==> config.mk <==
export PLATFORM = sky130hd
export DESIGN_NAME = mips_sc_exec_ctrl
export DESIGN_NICKNAME = d
export VERILOG_FILES = /design/src/rtl/mips_sc_exec_ctrl.sv
export SDC_FILE = /design/constraint.sdc
export NUM_CORES = 1
export LEC_CHECK = 0
export ABC_AREA = 1
export CORE_MARGIN = 2
export CORE_UTILIZATION = 45
export CTS_BUF_LIST = sky130_fd_sc_hd__clkbuf_4 sky130_fd_sc_hd__clkbuf_8
export DETAILED_ROUTE_END_ITERATION = 8
export GPL_TIMING_DRIVEN = 0
export PLACE_DENSITY = 0.64
export SLEW_MARGIN = 10
export SYNTH_ARGS = -nofsm -noshare
export SYNTH_HDL_FRONTEND = slang
export SYNTH_SLANG_ARGS = --single-unit
==> constraint.sdc <==
create_clock -name clk -period 10.7 [get_ports clk]
set_input_delay 3.21 -clock clk [delete_from_list [all_inputs] [get_ports clk]]
set_output_delay 3.21 -clock clk [all_outputs]
set_load 0.1 [all_outputs]
==> src/rtl/mips_sc_exec_ctrl.sv <==
// ---------------------------------------------------------------------------
// mips_sc_exec_ctrl
//
// Single-cycle execution and control core for a MIPS subset. Decodes the
// instruction word coming from the ROM, produces register-file and
// data-memory control, computes the ALU result and owns the word-addressed
// program counter, a sticky halt flag and a cycle counter.
//
// Ports
//   clk            rising-edge clock
//   clr            synchronous active-high reset
//   ins            current instruction (combinational from ROM at pc)
//   rs_data        register-file value of ins[25:21]
//   rt_data        register-file value of ins[20:16]
//   v0_data        current value of register 2 ($v0), used by syscall
//   pc             current instruction word address (register)
//   cycle_count    edges counted since reset while not halted (register)
//   halted         sticky halt flag (register)
//   alu_result     ALU output, also the data-memory byte address
//   alu_zero       alu_result == 0
//   reg_write_num  destination register number
//   reg_write_en   register write strobe
//   reg_write_sel  writeback source: 0 ALU, 1 data memory, 2 pc+1
//   pc_plus1       pc + 1, the link value
//   mem_cs         data-memory select
//   mem_rd         1 = read, 0 = write, meaningful while mem_cs is high
// ---------------------------------------------------------------------------
module mips_sc_exec_ctrl (
  input  logic        clk,
  input  logic        clr,
  input  logic [31:0] ins,
  input  logic [31:0] rs_data,
  input  logic [31:0] rt_data,
  input  logic [31:0] v0_data,
  output logic [31:0] pc,
  output logic [31:0] cycle_count,
  output logic        halted,
  output logic [31:0] alu_result,
  output logic        alu_zero,
  output logic [4:0]  reg_write_num,
  output logic        reg_write_en,
  output logic [1:0]  reg_write_sel,
  output logic [31:0] pc_plus1,
  output logic        mem_cs,
  output logic        mem_rd
);

  // Opcodes
  localparam logic [5:0] OP_RTYPE = 6'h00;
  localparam logic [5:0] OP_J     = 6'h02;
  localparam logic [5:0] OP_JAL   = 6'h03;
  localparam logic [5:0] OP_BEQ   = 6'h04;
  localparam logic [5:0] OP_BNE   = 6'h05;
  localparam logic [5:0] OP_ADDI  = 6'h08;
  localparam logic [5:0] OP_ADDIU = 6'h09;
  localparam logic [5:0] OP_SLTI  = 6'h0A;
  localparam logic [5:0] OP_SLTIU = 6'h0B;
  localparam logic [5:0] OP_ANDI  = 6'h0C;
  localparam logic [5:0] OP_ORI   = 6'h0D;
  localparam logic [5:0] OP_XORI  = 6'h0E;
  localparam logic [5:0] OP_LUI   = 6'h0F;
  localparam logic [5:0] OP_LW    = 6'h23;
  localparam logic [5:0] OP_SW    = 6'h2B;

  // R-type function codes
  localparam logic [5:0] FN_SLL     = 6'h00;
  localparam logic [5:0] FN_SRL     = 6'h02;
  localparam logic [5:0] FN_SRA     = 6'h03;
  localparam logic [5:0] FN_JR      = 6'h08;
  localparam logic [5:0] FN_SYSCALL = 6'h0C;
  localparam logic [5:0] FN_ADD     = 6'h20;
  localparam logic [5:0] FN_ADDU    = 6'h21;
  localparam logic [5:0] FN_SUB     = 6'h22;
  localparam logic [5:0] FN_SUBU    = 6'h23;
  localparam logic [5:0] FN_AND     = 6'h24;
  localparam logic [5:0] FN_OR      = 6'h25;
  localparam logic [5:0] FN_XOR     = 6'h26;
  localparam logic [5:0] FN_NOR     = 6'h27;
  localparam logic [5:0] FN_SLT     = 6'h2A;
  localparam logic [5:0] FN_SLTU    = 6'h2B;

  localparam logic [31:0] HALT_SERVICE = 32'd10;

  typedef enum logic [3:0] {
    ALU_ADD,
    ALU_SUB,
    ALU_AND,
    ALU_OR,
    ALU_XOR,
    ALU_NOR,
    ALU_SLT,
    ALU_SLTU,
    ALU_SLL,
    ALU_SRL,
    ALU_SRA,
    ALU_LUI
  } alu_op_t;

  typedef enum logic {
    ST_RUN,
    ST_HALTED
  } state_t;

  // Instruction fields
  logic [5:0]  opcode;
  logic [4:0]  rt_field;
  logic [4:0]  rd_field;
  logic [4:0]  shamt;
  logic [5:0]  funct;
  logic [15:0] imm;
  logic [31:0] imm_sext;
  logic [31:0] imm_zext;
  logic [31:0] jump_target;

  // Decoded controls
  alu_op_t     alu_op;
  logic        use_imm;
  logic        use_zext;
  logic        dec_write;
  logic [4:0]  dec_write_num;
  logic [1:0]  dec_write_sel;
  logic        dec_mem;
  logic        dec_mem_rd;
  logic        is_jr;
  logic        is_jump;
  logic        is_beq;
  logic        is_bne;
  logic        is_syscall;

  // Datapath / sequencing
  logic [31:0] operand_b;
  logic [31:0] branch_target;
  logic        branch_taken;
  logic        halting;
  logic [31:0] pc_next;
  state_t      state;
  state_t      state_next;

  assign opcode      = ins[31:26];
  assign rt_field    = ins[20:16];
  assign rd_field    = ins[15:11];
  assign shamt       = ins[10:6];
  assign funct       = ins[5:0];
  assign imm         = ins[15:0];
  assign imm_sext    = {{16{imm[15]}}, imm};
  assign imm_zext    = {16'h0000, imm};
  assign jump_target = {6'b000000, ins[25:0]};

  // Instruction decode. Everything defaults to a NOP so any encoding not
  // listed below writes nothing, touches no memory and falls through to
  // pc+1. add/sub share the wrapping adder with addu/subu since overflow
  // never traps in this core.
  always_comb begin
    alu_op        = ALU_ADD;
    use_imm       = 1'b0;
    use_zext      = 1'b0;
    dec_write     = 1'b0;
    dec_write_num = rt_field;
    dec_write_sel = 2'd0;
    dec_mem       = 1'b0;
    dec_mem_rd    = 1'b0;
    is_jr         = 1'b0;
    is_jump       = 1'b0;
    is_beq        = 1'b0;
    is_bne        = 1'b0;
    is_syscall    = 1'b0;

    case (opcode)
      OP_RTYPE: begin
        dec_write_num = rd_field;
        case (funct)
          FN_ADD, FN_ADDU: begin alu_op = ALU_ADD;  dec_write = 1'b1; end
          FN_SUB, FN_SUBU: begin alu_op = ALU_SUB;  dec_write = 1'b1; end
          FN_AND:          begin alu_op = ALU_AND;  dec_write = 1'b1; end
          FN_OR:           begin alu_op = ALU_OR;   dec_write = 1'b1; end
          FN_XOR:          begin alu_op = ALU_XOR;  dec_write = 1'b1; end
          FN_NOR:          begin alu_op = ALU_NOR;  dec_write = 1'b1; end
          FN_SLT:          begin alu_op = ALU_SLT;  dec_write = 1'b1; end
          FN_SLTU:         begin alu_op = ALU_SLTU; dec_write = 1'b1; end
          FN_SLL:          begin alu_op = ALU_SLL;  dec_write = 1'b1; end
          FN_SRL:          begin alu_op = ALU_SRL;  dec_write = 1'b1; end
          FN_SRA:          begin alu_op = ALU_SRA;  dec_write = 1'b1; end
          FN_JR:           is_jr      = 1'b1;
          FN_SYSCALL:      is_syscall = 1'b1;
          default:         ;
        endcase
      end
      OP_ADDI, OP_ADDIU: begin
        alu_op = ALU_ADD;  use_imm = 1'b1; dec_write = 1'b1;
      end
      OP_SLTI: begin
        alu_op = ALU_SLT;  use_imm = 1'b1; dec_write = 1'b1;
      end
      OP_SLTIU: begin
        alu_op = ALU_SLTU; use_imm = 1'b1; dec_write = 1'b1;
      end
      OP_ANDI: begin
        alu_op = ALU_AND;  use_imm = 1'b1; use_zext = 1'b1; dec_write = 1'b1;
      end
      OP_ORI: begin
        alu_op = ALU_OR;   use_imm = 1'b1; use_zext = 1'b1; dec_write = 1'b1;
      end
      OP_XORI: begin
        alu_op = ALU_XOR;  use_imm = 1'b1; use_zext = 1'b1; dec_write = 1'b1;
      end
      OP_LUI: begin
        alu_op = ALU_LUI;  dec_write = 1'b1;
      end
      OP_LW: begin
        alu_op        = ALU_ADD;
        use_imm       = 1'b1;
        dec_write     = 1'b1;
        dec_write_sel = 2'd1;
        dec_mem       = 1'b1;
        dec_mem_rd    = 1'b1;
      end
      OP_SW: begin
        alu_op  = ALU_ADD;
        use_imm = 1'b1;
        dec_mem = 1'b1;
      end
      OP_BEQ: begin
        alu_op = ALU_SUB;
        is_beq = 1'b1;
      end
      OP_BNE: begin
        alu_op = ALU_SUB;
        is_bne = 1'b1;
      end
      OP_J: begin
        is_jump = 1'b1;
      end
      OP_JAL: begin
        is_jump       = 1'b1;
        dec_write     = 1'b1;
        dec_write_num = 5'd31;
        dec_write_sel = 2'd2;
      end
      default: ;
    endcase
  end

  // ALU. The second operand is rt_data for R-type and branches, otherwise
  // the immediate with the extension the opcode asks for. Shifts always
  // work on rt_data by shamt.
  always_comb begin
    if (use_imm) begin
      operand_b = use_zext ? imm_zext : imm_sext;
    end else begin
      operand_b = rt_data;
    end

    case (alu_op)
      ALU_ADD:  alu_result = rs_data + operand_b;
      ALU_SUB:  alu_result = rs_data - operand_b;
      ALU_AND:  alu_result = rs_data & operand_b;
      ALU_OR:   alu_result = rs_data | operand_b;
      ALU_XOR:  alu_result = rs_data ^ operand_b;
      ALU_NOR:  alu_result = ~(rs_data | operand_b);
      ALU_SLT:  alu_result = {31'd0, $signed(rs_data) < $signed(operand_b)};
      ALU_SLTU: alu_result = {31'd0, rs_data < operand_b};
      ALU_SLL:  alu_result = rt_data << shamt;
      ALU_SRL:  alu_result = rt_data >> shamt;
      ALU_SRA:  alu_result = $unsigned($signed(rt_data) >>> shamt);
      ALU_LUI:  alu_result = {imm, 16'h0000};
      default:  alu_result = 32'd0;
    endcase
  end

  assign alu_zero = (alu_result == 32'd0);

  // Next-PC selection. A halting syscall, like an already halted core,
  // keeps the PC parked on the syscall itself so a debugger sees where the
  // program stopped. Branch offsets are relative to pc+1.
  always_comb begin
    pc_plus1      = pc + 32'd1;
    branch_target = pc_plus1 + imm_sext;
    branch_taken  = (is_beq && alu_zero) || (is_bne && !alu_zero);
    halting       = is_syscall && (v0_data == HALT_SERVICE) && (state == ST_RUN);

    if (halted || halting) begin
      pc_next = pc;
    end else if (is_jr) begin
      pc_next = rs_data;
    end else if (is_jump) begin
      pc_next = jump_target;
    end else if (branch_taken) begin
      pc_next = branch_target;
    end else begin
      pc_next = pc_plus1;
    end
  end

  // Run/halt state register. Reset wins over everything, including an
  // already halted core, so clr restarts a stopped program.
  always_ff @(posedge clk) begin
    if (clr) begin
      state <= ST_RUN;
    end else begin
      state <= state_next;
    end
  end

  // Run/halt next state: the only way out of ST_HALTED is reset.
  always_comb begin
    state_next = state;
    case (state)
      ST_RUN:    if (halting) state_next = ST_HALTED;
      ST_HALTED: state_next = ST_HALTED;
      default:   state_next = ST_RUN;
    endcase
  end

  // Run/halt outputs. While halted the core must not disturb the register
  // file or memory, so the strobes are squashed here; the register number,
  // source select and read/write direction pass through untouched.
  always_comb begin
    halted        = (state == ST_HALTED);
    reg_write_en  = dec_write && !halted;
    mem_cs        = dec_mem && !halted;
    reg_write_num = dec_write_num;
    reg_write_sel = dec_write_sel;
    mem_rd        = dec_mem_rd;
  end

  // PC and cycle counter. Both freeze once halted; the counter still counts
  // the edge on which the halting syscall itself executes because the state
  // only turns to halted after that edge.
  always_ff @(posedge clk) begin
    if (clr) begin
      pc          <= 32'd0;
      cycle_count <= 32'd0;
    end else if (!halted) begin
      pc          <= pc_next;
      cycle_count <= cycle_count + 32'd1;
    end
  end

endmodule

* Word-level counts from Yosys, hierarchy flattened
Index checks and enable logic that the tools add are counted.
** Cells by class
- Divide/modulo/power cells :: 0
- Multiply operators :: 0
- Magnitude comparators :: 2
- $add $sub $neg :: 5
- Reduce and logical (&&, ||, !) cells :: 23
- Equality and inequality tests :: 40
- Bitwise logic cells :: 6
- Shifts and indexed selects :: 3
- Multiplexer cells :: 25
** Operators by type and width (count)
- 32-bit case mux with 12 select lines :: 1
- 32-bit two-way mux :: 5
- 6-bit equality test (second input constant) :: 12
- 32-bit by 1-bit adder with 32-bit output (second input constant) :: 2
- 32-bit adder :: 2
- 32-bit less-than comparator :: 2
- 6-bit by 4-bit equality test with 1-bit output (second input constant) :: 10
- 4-bit case mux with 10 select lines :: 1
- 32-bit AND :: 1
- 32-bit by 4-bit equality test with 1-bit output (second input constant) :: 1
- 32-bit logical NOT :: 1
- 32-bit inverter :: 1
- 32-bit bitwise OR :: 1
- 4-bit case mux with 8 select lines :: 1
- 32-bit by 5-bit left shift with 32-bit output :: 1
- 32-bit by 5-bit right shift with 32-bit output :: 1
- 32-bit by 5-bit >>> shifter with 32-bit output :: 1
- 32-bit subtractor :: 1
- 32-bit XOR :: 1
- 6-bit by 2-bit equality test with 1-bit output (second input constant) :: 4
- 4-bit by 3-bit equality test with 1-bit output (second input constant) :: 4
- 4-bit equality test (second input constant) :: 4
- 1-bit two-way mux :: 13
- 13-bit OR reduction :: 1
- 17 further kinds :: 32
** Word-level totals
- Output and inout bits :: 140
- Memories kept :: 0
- Register bits after elaboration :: 65
- RAM bits :: 0
- Logic and storage cells :: 107
- Bits in latches :: 0
- Bits in read-only memories :: 0
- Input port bits :: 130

* Logic depth before layout (Yosys ltp)
- Word-level depth :: 15
- Depth in mapped cells :: 39
- Gate-level depth less buffers :: 35

* Worst setup path before layout
No wires, ideal clock.
- Kind :: input to output
- Start point :: input ins[31]
- End point :: output alu_zero
- Arrival time :: 7.294 ns
- Buffers on the path :: 3
- Cell stages on the path :: 32
- Required time :: 7.490 ns
- Slack :: 0.196 ns
- Path through :: nor2_4 nand2_1 inv_1 o21ai_0 nand2_1 clkbuf_1 clkbuf_1 nand2_1 o21ai_0 inv_1 ha_1 clkbuf_1 nand2_1 inv_1 nand3_1 nand2_1 nand2_1 nand2_1 nand2_1 nand2_1 nand2_1 nand2_1 nor2_1 nor2_1 nand2_1 nor2_1 nand2_1 nor2_1 nand2_1 nor2_4 nand2_4 inv_1
** Between the ends
- Cells in the longest elaborated chain, start to end :: 9
- Elaborated cells on any way between the ends :: 43
- Those cells by class :: add/sub: 2; order compare: 2; eq/ne: 23; mux: 6; bitwise: 4; reduce/logical: 6
** Ends and longest elaborated chain
- start, declared :: RTL line 31 : input logic [31:0] ins,
- branches (longest 7 deep; another with 32-bit subtractor)
- 32-bit case mux with 12 select lines * :: RTL line 253 : case (alu_op)
- 32-bit logical NOT * :: RTL line 270 : assign alu_zero = (alu_result == 32'd0);
- end, declared :: RTL line 39 : output logic alu_zero,
Every way passes the cells marked *.

* Final worst setup path
- Start point :: input ins[7]
- End point :: output alu_zero
** Between the ends
- Cells in the longest elaborated chain, start to end :: 6
- Elaborated cells on any way between the ends :: 15
- Those cells by class :: add/sub: 2; order compare: 2; shift: 3; mux: 3; bitwise: 4; reduce/logical: 1
** Ends and longest elaborated chain (RTL line)
- branches (longest 4 deep; another with 32-bit subtractor)
- 32-bit case mux with 12 select lines * :: 253
- 32-bit logical NOT * :: 270
Marked as above.

==> impl_metrics.yaml <==
placed_design:
  dpl_cell_area_sq_um: 21930
  dp_hpwl_um: 87020
  place_inst: 4530
  portBuffers: 267
  gp_congestion: 1.143
die:
  core-area_sq_um: 40830
  die_h_um: 207.3
  dieArea_sq_um: 42960
  ios: 270
  die_w_um: 207.3
  initial_core_util: 0.4554
  rows: 74
power_and_ir_drop:
  power.leakage_nw: 12.00
  design_power_total_mw: 2.057
  max-vdd-ir-drop_v: 0.00007671
  power.density_nw_per_um2: 88.93
status:
  status: "finished, final reports clean"
global_route:
  track_usage: 0.4589
  grt_remaining_overflow: 0
  grt_max_degree: 20
  antenna_found_initial: 2
  grt_pass1_vias: 24170
  grt_pass1_wl_um: 150500
final_layout:
  fin_cells: 4555
  nFillCells: 4458
  regArea_sq_um: 1301
  drive_gt1_frac: 0.07459
  final_cell_area_sq_um: 23130
  syn_to_final_growth_pct: 24.40
  multi_input_area_sq_um: 15280
  fin_nets: 4282
route:
  vias: 27100
  wl_um: 104500
  via_per_inst: 5.950
  firstDrtPassIters: 6
  ant_nets: 0
  drc: 0
  detail_route.wl_per_cell_um: 22.93
  drtIter0Drc: 4476
logic_synthesis:
  synth_cell_types: 46
  syn-num-nets: 3996
  seq_area_frac_synth: 0.06999
  yosysMostFrequentCell: "nand2_1"
  netlist_instances: 3731
  ys.flop_type: "dfxtp_1"
  yosys-top-cells-count: "1150 x nand2_1, 564 x nand3_1, 527 x inv_1, 451 x nor2_1, 202 x a21oi_1"
  yosysTopAreaCell: "nand2_1"
  yosysTopAreaCellShare: 0.2322
  synth_seq_cells: 65
  netlist_top_cells_area: "nand2_1 23%, nand3_1 15%, inv_1 11%, nor2_1 9.1%, ha_1 8.9%"
  syn_avg_cell_area_sq_um: 4.983
  yosysWarnings: 0
  ys_async_sr_fraction: 0
  synth-edff-count: 0
  synth.cell_area_sq_um: 18590
sta:
  max_freq_mhz: 93.72
  fin_skew_ns: 0.01513
  worstMarginPinSlew_ns: 1.084
  fin_crit_ns: 10.67
  setup_tns_ns: 0
  setup_violations: 0
  finalHoldViolCount: 0
  rsz0062_at_grt: "yes"
  fin_crit_sh: 0.9972
  slew_headroom: 0.2750
  drv_slew: 0
worst_setup_path:
  critPathMaxFanout: 19
  worst_setup_path_end_kind: "primary output"
  critical_path_arrival_ns: 7.46
  critical_path.most_common_cell: "nand2_1"
  start_kind: "input port"
  cp_slowest_stage_delay_ns: 0.49
  cp.required_ns: 7.49
  worst_path_max_delay_cell: "clkdlybuf4s50_1"
  r2r_cells: 24
  critPathKind: "in -> out"
cts:
  cts_tree: "yes"
  clk_pin_slew_ns: 0.07
  holdBufCountCts: 0
  clock-sinks: 65
  cts_buffer_depth: 2
  htreeDepth: 3
  cts-root-buf: "clkbuf_8"
  clock_latency_ns: 0.36
  numCtsBuffers: 9
hold_path:
  min_path_type: "reg -> reg"
  hold_path_depth: 2
job:
  maxCapViolCount: 0
[worst max-delay path, delay by kind of cell]
family / cells / cell delay [ns]
AOI/OAI and AO/OA: 1 / 0.12
buffers and inverters: 11 / 1.84
and+or+nand+nor: 18 / 1.93
adders and majority gates: 1 / 0.30
[final timing paths]
check	from	end	slack [ns]
setup / recovery	ins[7]	alu_zero	0.03
hold / removal	cycle_count[28]	cycle_count[28]	0.48
setup reg to reg	pc[0]	pc[29]	5.68
hold reg to reg	cycle_count[28]	cycle_count[28]	0.48
[registers in the layout (all words and copies together), names as in the netlist]
| signal | flops |
|---|---|
| cycle_count | 32 |
| halted | 1 |
| pc | 32 |
[logic make-up (layout without fill, tap and decap cells)]
logic type,after synthesis,after routing,synth area share
other,0,1,0
xor gates and xnor gates,83,83,0.03910
adders and majority gates,135,135,0.09206
buffers and inverters,703,994,0.1470
AOI/OAI and AO/OA,390,390,0.1102
DFF,65,65,0.06999
and+or+nand+nor,2355,2355,0.5417
[cell type report]
cell class,count,share of cell area
well taps,532,0.02878
inverters,540,0.08790
clock inverters,6,0.003949
plain buffers,140,0.03338
clock buffers,10,0.005680
multi-input cells,2963,0.6604
diodes,1,0.0001082
flip-flops and latches,65,0.05626
repair buffers,298,0.1235
[stage by stage]
stage	hold WS (ns)	util	setup slack [ns]
floorplan	0.8997	-	0.1963
detailed placement	0.4722	0.5371	-3.188
finish	0.4841	0.5665	0.02955
global placement	0.4687	0.5371	-3.193
CTS	0.4824	0.5560	-0.09879
global route	0.5246	0.5664	-0.1069
[metal layers]
layer / up-vias / global-route usage / routed length [um]
met2: 2098 / 0.6466 / 40670
li1: 12480 / - / -
met3: 359 / 0.1405 / 16140
met1: 12160 / 0.6176 / 40620
met5: - / 0.004449 / 34
met4: 4 / 0.2534 / 6992
[cell usage in the layout, fill, tap and decap left out, types with 19 or more instances in the layout]
cell / synthesis / final
nand2_1: 1150 / 1132
nand3_1: 564 / 557
inv_1: 527 / 522
nor2_1: 451 / 391
clkdlybuf4s50_1: 0 / 228
a21oi_1: 202 / 198
ha_1: 132 / 112
o21ai_0: 135 / 97
nand4_1: 79 / 79
clkbuf_1: 98 / 65
xor2_1: 66 / 65
dfxtp_1: 65 / 65
nor2_2: 4 / 50
buf_4: 9 / 42
nor3_1: 38 / 38
buf_2: 37 / 31
o21ai_1: 14 / 27
dlygate4sd2_1: 0 / 26
nand2_2: 6 / 21
nor4_1: 19 / 19
[power by group]
part	switching [mW]	leakage [nW]	total, mW	internal, mW
sequential	0.00860	0.526	0.255	0.246
combinational	1.15	11.4	1.55	0.409
clock	0.112	0.114	0.247	0.135
[repair_timing]
action | CTS | global route
setup endpoints to repair | 33 | 31
resized for setup | 239 | 117
buffers inserted | 19 | 12
pin swaps | 19 | 19
Note: power is estimated with default switching activity, not from simulation.
